### src/rtl/mem_march_initiator.sv
// March-test initiator for the single-port valid/ready memory: write d(a), read d(a),
// write ~d(a), read ~d(a) over every address, reporting pass/fail, error count and timeout.
module mem_march_initiator #(
  parameter int WIDTH      = 8,
  parameter int DEPTH      = 32,
  parameter int ADDR_WIDTH = $clog2(DEPTH),
  parameter int TIMEOUT    = 15
) (
  input  logic                  clk,
  input  logic                  rst,
  input  logic                  start,
  input  logic [WIDTH-1:0]      pattern,
  output logic                  mem_valid,
  output logic                  mem_wr_rd,
  output logic [ADDR_WIDTH-1:0] mem_addr,
  output logic [WIDTH-1:0]      mem_wdata,
  input  logic [WIDTH-1:0]      mem_rdata,
  input  logic                  mem_ready,
  output logic                  busy,
  output logic                  done,
  output logic                  pass,
  output logic [ADDR_WIDTH+1:0] err_count,
  output logic [ADDR_WIDTH-1:0] first_err_addr,
  output logic [1:0]            first_err_phase,
  output logic                  timeout_err
);

  localparam int TW = $clog2(TIMEOUT + 1);
  localparam logic [ADDR_WIDTH-1:0] LAST_ADDR = ADDR_WIDTH'(DEPTH - 1);
  localparam logic [TW-1:0]         LAST_WAIT = TW'(TIMEOUT - 1);

  typedef enum logic {
    S_IDLE,
    S_WAIT
  } state_t;

  state_t                state_q, state_d;
  logic [1:0]            phase_q, phase_d;
  logic [WIDTH-1:0]      pattern_q, pattern_d;
  logic [TW-1:0]         tcnt_q, tcnt_d;

  logic                  mem_valid_d, mem_wr_rd_d;
  logic [ADDR_WIDTH-1:0] mem_addr_d;
  logic [WIDTH-1:0]      mem_wdata_d;
  logic                  busy_d, done_d, pass_d, timeout_err_d;
  logic [ADDR_WIDTH+1:0] err_count_d, err_next;
  logic [ADDR_WIDTH-1:0] first_err_addr_d, next_addr;
  logic [1:0]            first_err_phase_d, next_phase;
  logic                  miscmp;
  logic [WIDTH-1:0]      next_data;

  function automatic logic [WIDTH-1:0] data_of(input logic [WIDTH-1:0]      pat,
                                               input logic [ADDR_WIDTH-1:0] a);
    return pat ^ WIDTH'(a);
  endfunction

  // mem_wdata always carries the data value of the current transaction, so on a read it
  // is also the expected value for the compare.
  always_comb begin
    // NOTE: every combinational output gets a default first so no path infers a latch.
    state_d           = state_q;
    phase_d           = phase_q;
    pattern_d         = pattern_q;
    tcnt_d            = tcnt_q;
    mem_valid_d       = mem_valid;
    mem_wr_rd_d       = mem_wr_rd;
    mem_addr_d        = mem_addr;
    mem_wdata_d       = mem_wdata;
    busy_d            = busy;
    done_d            = done;
    pass_d            = pass;
    err_count_d       = err_count;
    first_err_addr_d  = first_err_addr;
    first_err_phase_d = first_err_phase;
    timeout_err_d     = timeout_err;
    miscmp            = 1'b0;
    err_next          = err_count;
    next_addr         = (mem_addr == LAST_ADDR) ? '0 : mem_addr + ADDR_WIDTH'(1);
    next_phase        = (mem_addr == LAST_ADDR) ? phase_q + 2'd1 : phase_q;
    next_data         = next_phase[1] ? ~data_of(pattern_q, next_addr)
                                      :  data_of(pattern_q, next_addr);

    unique case (state_q)
      S_IDLE: begin
        if (start) begin
          pattern_d         = pattern;
          busy_d            = 1'b1;
          done_d            = 1'b0;
          pass_d            = 1'b0;
          err_count_d       = '0;
          first_err_addr_d  = '0;
          first_err_phase_d = '0;
          timeout_err_d     = 1'b0;
          phase_d           = 2'd0;
          tcnt_d            = '0;
          mem_valid_d       = 1'b1;
          mem_wr_rd_d       = 1'b1;
          mem_addr_d        = '0;
          mem_wdata_d       = pattern;
          state_d           = S_WAIT;
        end
      end

      S_WAIT: begin
        if (mem_valid) begin
          mem_valid_d = 1'b0;
        end else if (mem_ready) begin
          miscmp      = !mem_wr_rd && (mem_rdata != mem_wdata);
          err_next    = err_count + (ADDR_WIDTH + 2)'(miscmp);
          err_count_d = err_next;
          if (miscmp && (err_count == '0)) begin
            first_err_addr_d  = mem_addr;
            first_err_phase_d = phase_q;
          end
          if ((phase_q == 2'd3) && (mem_addr == LAST_ADDR)) begin
            busy_d  = 1'b0;
            done_d  = 1'b1;
            pass_d  = (err_next == '0);
            state_d = S_IDLE;
          end else begin
            phase_d     = next_phase;
            tcnt_d      = '0;
            mem_valid_d = 1'b1;
            mem_wr_rd_d = ~next_phase[0];
            mem_addr_d  = next_addr;
            mem_wdata_d = next_data;
          end
        end else if (tcnt_q == LAST_WAIT) begin
          timeout_err_d = 1'b1;
          done_d        = 1'b1;
          pass_d        = 1'b0;
          busy_d        = 1'b0;
          state_d       = S_IDLE;
        end else begin
          tcnt_d = tcnt_q + TW'(1);
        end
      end

      default: state_d = S_IDLE;
    endcase
  end

  always_ff @(posedge clk) begin
    if (rst) begin
      state_q         <= S_IDLE;
      phase_q         <= '0;
      pattern_q       <= '0;
      tcnt_q          <= '0;
      mem_valid       <= 1'b0;
      mem_wr_rd       <= 1'b0;
      mem_addr        <= '0;
      mem_wdata       <= '0;
      busy            <= 1'b0;
      done            <= 1'b0;
      pass            <= 1'b0;
      err_count       <= '0;
      first_err_addr  <= '0;
      first_err_phase <= '0;
      timeout_err     <= 1'b0;
    end else begin
      state_q         <= state_d;
      phase_q         <= phase_d;
      pattern_q       <= pattern_d;
      tcnt_q          <= tcnt_d;
      mem_valid       <= mem_valid_d;
      mem_wr_rd       <= mem_wr_rd_d;
      mem_addr        <= mem_addr_d;
      mem_wdata       <= mem_wdata_d;
      busy            <= busy_d;
      done            <= done_d;
      pass            <= pass_d;
      err_count       <= err_count_d;
      first_err_addr  <= first_err_addr_d;
      first_err_phase <= first_err_phase_d;
      timeout_err     <= timeout_err_d;
    end
  end

endmodule
### config.mk
export PLATFORM = sky130hd
export DESIGN_NAME = mem_march_initiator
export DESIGN_NICKNAME = d
export VERILOG_FILES = /design/src/rtl/mem_march_initiator.sv
export SDC_FILE = /design/constraint.sdc
export NUM_CORES = 1
export LEC_CHECK = 0
export ABC_AREA = 0
export BUFFER_PORTS_ARGS = -buffer_cell sky130_fd_sc_hd__buf_4
export CORE_MARGIN = 3
export CORE_UTILIZATION = 45
export DETAILED_ROUTE_END_ITERATION = 10
export PLACE_DENSITY = 0.68
export SETUP_SLACK_MARGIN = 0.05
export SLEW_MARGIN = 30
export SYNTH_ARGS = -nofsm -noshare
export SYNTH_HDL_FRONTEND = slang
export SYNTH_SLANG_ARGS = --single-unit
### constraint.sdc
create_clock -name clk -period 2.3 [get_ports clk]
set_input_delay 0.46 -clock clk [delete_from_list [all_inputs] [get_ports clk]]
set_output_delay 0.46 -clock clk [all_outputs]
set_load 0.01 [all_outputs]
==> results.yml <==
pwr:
  leakagePower_nw: 1.24
  ir_drop_mv: 0.260
  power_w: 0.00180
  power_density_mw_per_mm2: 593
logic_synthesis:
  synth-seq-cells: 48
  synth_edf_count: 0
  ys_top_cells_by_area: "dfxtp_1, xnor2_1, a21oi_1"
  synth_area_mm2: 0.00237
  yosys.area.top_type: "dfxtp_1"
  synth_xor_area_frac: 0.103
  synth_top_family_by_area: "simple AND/OR/NAND/NOR gates"
  postSynthCellCount: 281
  netlist.area_leader.share: 0.405
  synth_ff_type: "dfxtp_1"
  syn_avg_cell_area_um2: 8.45
  synthArstFlopShare: 0
  yosysWarnings: 0
  ys_types: 45
  seq_area_frac_synth: 0.405
  synthSimpleGateAreaFrac: 0.223
  synth_compound_area_frac: 0.176
  synth.area.mux_share: 0.0263
  synth_fa_ha_area_frac: 0.0369
  synth_fp_nets: 308
worst_setup_path:
  critPathCaptureType: "flip-flop"
  cp_common_cell: "nor2_1"
  path_buf_inv: 0
  cp.required_ps: 2530
  startpoint_type: "flip-flop"
  critPathSlowestCell: "dfxtp_1"
  cp_cell_sequence: "xnor2_1 -> nand4_1 -> nor2_1 -> nor2_1 -> ha_1 -> ha_1 -> and3_1 -> a31oi_1 -> o21ai_0 -> o31a_1 -> nor2_1"
  cp_top_family: "simple AND/OR/NAND/NOR gates"
  r2r_start: "mem_wdata[0]$_SDFFE_PP0P_"
  max_stage_delay_ps: 340
  crit_type: "flip-flop to flip-flop"
  arrival_ps: 2360
  critPathLaunch: "mem_wdata[0]$_SDFFE_PP0P_"
  crit_fanout: 4
clocking:
  clock_path_buffers: 2
  cts_tree: "built"
  clk_pin_slew_worst_paths_ps: 90
  cts_root_buf: "clkbuf_8"
  cts.sinks: 48
  cts_max_level: 2
  clk_latency_ps: 300
  cts_made_buffers: 5
finish:
  antennaDiodeCount: 0
  drive_above_1_share: 0.240
  fin_nets: 367
  stdcell_count: 408
  final_util: 0.619
  finalInstanceArea_mm2: 0.00304
  syn_to_final_growth_pct: 28.0
  fill_cells: 470
timing:
  hold_viol: 0
  finalClockSkew_ps: 8.81
  rsz0062_at_grt: "no"
  setup_violations: 0
  maxSlewViolCount: 0
  post-route-period-util: 0.924
  layout_min_cycle_time_ps: 2130
  fin_tns_setup_ps: 0
  fmax_mhz: 471
  worstMarginPinSlew_ps: 759
  relSlewSlack: 0.492
floorplan:
  coreArea_mm2: 0.00491
  die_x_um: 78.6
  dieArea_mm2: 0.00619
  die_h_um: 78.6
  pin_count: 53
  initial_utilization: 0.484
  rows: 25
grt:
  first_global_vias: 2045
  gr-usage-all-layers: 0.191
  grt-ovfl-total: 0
  grt_first_pass_wirelength_um: 9670
  antenna_found_initial: 0
  grt_max_degree: 44
placement:
  gp_congestion: 0.846
  port_buffers: 52
  dp_hpwl_um: 4110
  dpl_cell_area_mm2: 0.00289
  place_inst: 399
job:
  cap_violations: 0
detailed_routing:
  drt_wl_total_um: 5650
  drt-pass1-iter-count: 4
  wl_met3_um: 369
  top_layer: "met4"
  wl_met1_um: 2640
  routedWlPerCell_um: 13.9
  first_iter_violations: 101
  num_vias: 2179
  ant_nets: 0
  drc: 0
  viasPerCell: 5.34
  wl_met2_um: 2600
worst_hold_path:
  worstHoldStart: "start"
  hold_class: "primary input to flip-flop"
run_status:
  status: "finished, final reports clean"
## cell families (layout without fill, tap and decap cells)
family | Yosys count | count (layout)
simple gates | 111 | 111
compound gates | 66 | 66
flops | 48 | 48
xor+xnor | 27 | 27
buf+inv | 17 | 77
fa+ha+maj | 7 | 7
mux | 5 | 5
## Yosys cell counts, drive strengths merged (3+ instances only)
| library cell | n |
|---|---|
| nor2 | 31 |
| nand2b | 3 |
| mux2i | 5 |
| nor2b | 3 |
| nand3 | 13 |
| a31oi | 4 |
| a22o | 6 |
| nor3 | 8 |
| nand2 | 34 |
| nand4 | 3 |
| dfxtp | 48 |
| xor2 | 3 |
| o211ai | 4 |
| a21oi | 31 |
| a211oi | 4 |
| buf | 8 |
| a211o | 3 |
| ha | 7 |
| clkbuf | 7 |
| and3 | 4 |
| o21ai | 6 |
| xnor2 | 24 |
## report_power, final
| group | switching (W) | total [W] | internal [W] | leakage [nW] |
|---|---|---|---|---|
| clock network | 0.000282 | 0.000666 | 0.000384 | 0.0645 |
| registers | 0.0000246 | 0.000884 | 0.000860 | 0.391 |
| logic | 0.000135 | 0.000254 | 0.000118 | 0.780 |
## flip-flops by register name, indices dropped and copies added, names as in the netlist
signal / cells
mem_wdata: 8
pattern_q: 8
err_count: 7
first_err_addr: 5
mem_addr: 5
tcnt_q: 4
first_err_phase: 2
phase_q: 2
busy: 1
done: 1
mem_valid: 1
mem_wr_rd: 1
pass: 1
state_q: 1
timeout_err: 1
## metrics by stage
stage	setup WS, ps	hold WS, ps
finish	175	397
global route	52.9	406
CTS	66.0	393
detailed placement	1.28	457
global placement	23.4	451
floorplan	75.8	449
## cells in the final DEF (no fill, tap or decap), types with 2 or more instances in the layout
| master | instances |
|---|---|
| a31oi_1 | 4 |
| a211oi_1 | 4 |
| nor3_1 | 8 |
| nand3_1 | 13 |
| nor2_1 | 31 |
| mux2i_1 | 4 |
| buf_4 | 66 |
| o21a_1 | 2 |
| o21ai_0 | 6 |
| clkbuf_8 | 7 |
| and3_1 | 4 |
| nand3b_1 | 2 |
| a21oi_1 | 30 |
| o211ai_1 | 4 |
| xor2_1 | 2 |
| dfxtp_1 | 48 |
| xnor2_1 | 24 |
| a22o_1 | 6 |
| ha_1 | 6 |
| nand2_1 | 34 |
| nand4_1 | 3 |
| nor2b_1 | 3 |
| a211o_1 | 3 |
| nand2b_1 | 3 |
| inv_1 | 2 |
## routing by layer
metal	vias up	track usage
met2	62	0.315
met1	1008	0.256
met3	5	0.0447
li1	1104	-
met5	-	0
met4	0	0.0350
## repair_timing
| item | 4_1_cts | 5_1_grt |
|---|---|---|
| setup buffers | 0 | 1 |
| endpoints found under the setup margin | 0 | 12 |
| hold buffers | 0 | 0 |
| gates resized for setup | 0 | 3 |
## path summary, 6_finish.rpt
path | end | slack [ps] | depth (start not counted)
max | err_count[6]$_SDFFE_PP0P_ | 170 | 11
min reg2reg | pattern_q[0]$_SDFFE_PP0P_ | 480 | 2
min | state_q$_SDFF_PP0_ | 400 | 2
max reg2reg | err_count[6]$_SDFFE_PP0P_ | 170 | 11
## area by class of cell
cell class	count	area, um2	share of cell area
multi-input cells	216	1360	0.446
flip-flops and latches	48	961	0.316
repair buffers	67	507	0.167
clock buffers	7	96.3	0.0317
well taps	67	83.8	0.0276
clock inverters	1	30.0	0.00988
inverters	2	7.51	0.00247
No activity file was read; power rests on OpenSTA's default activity.
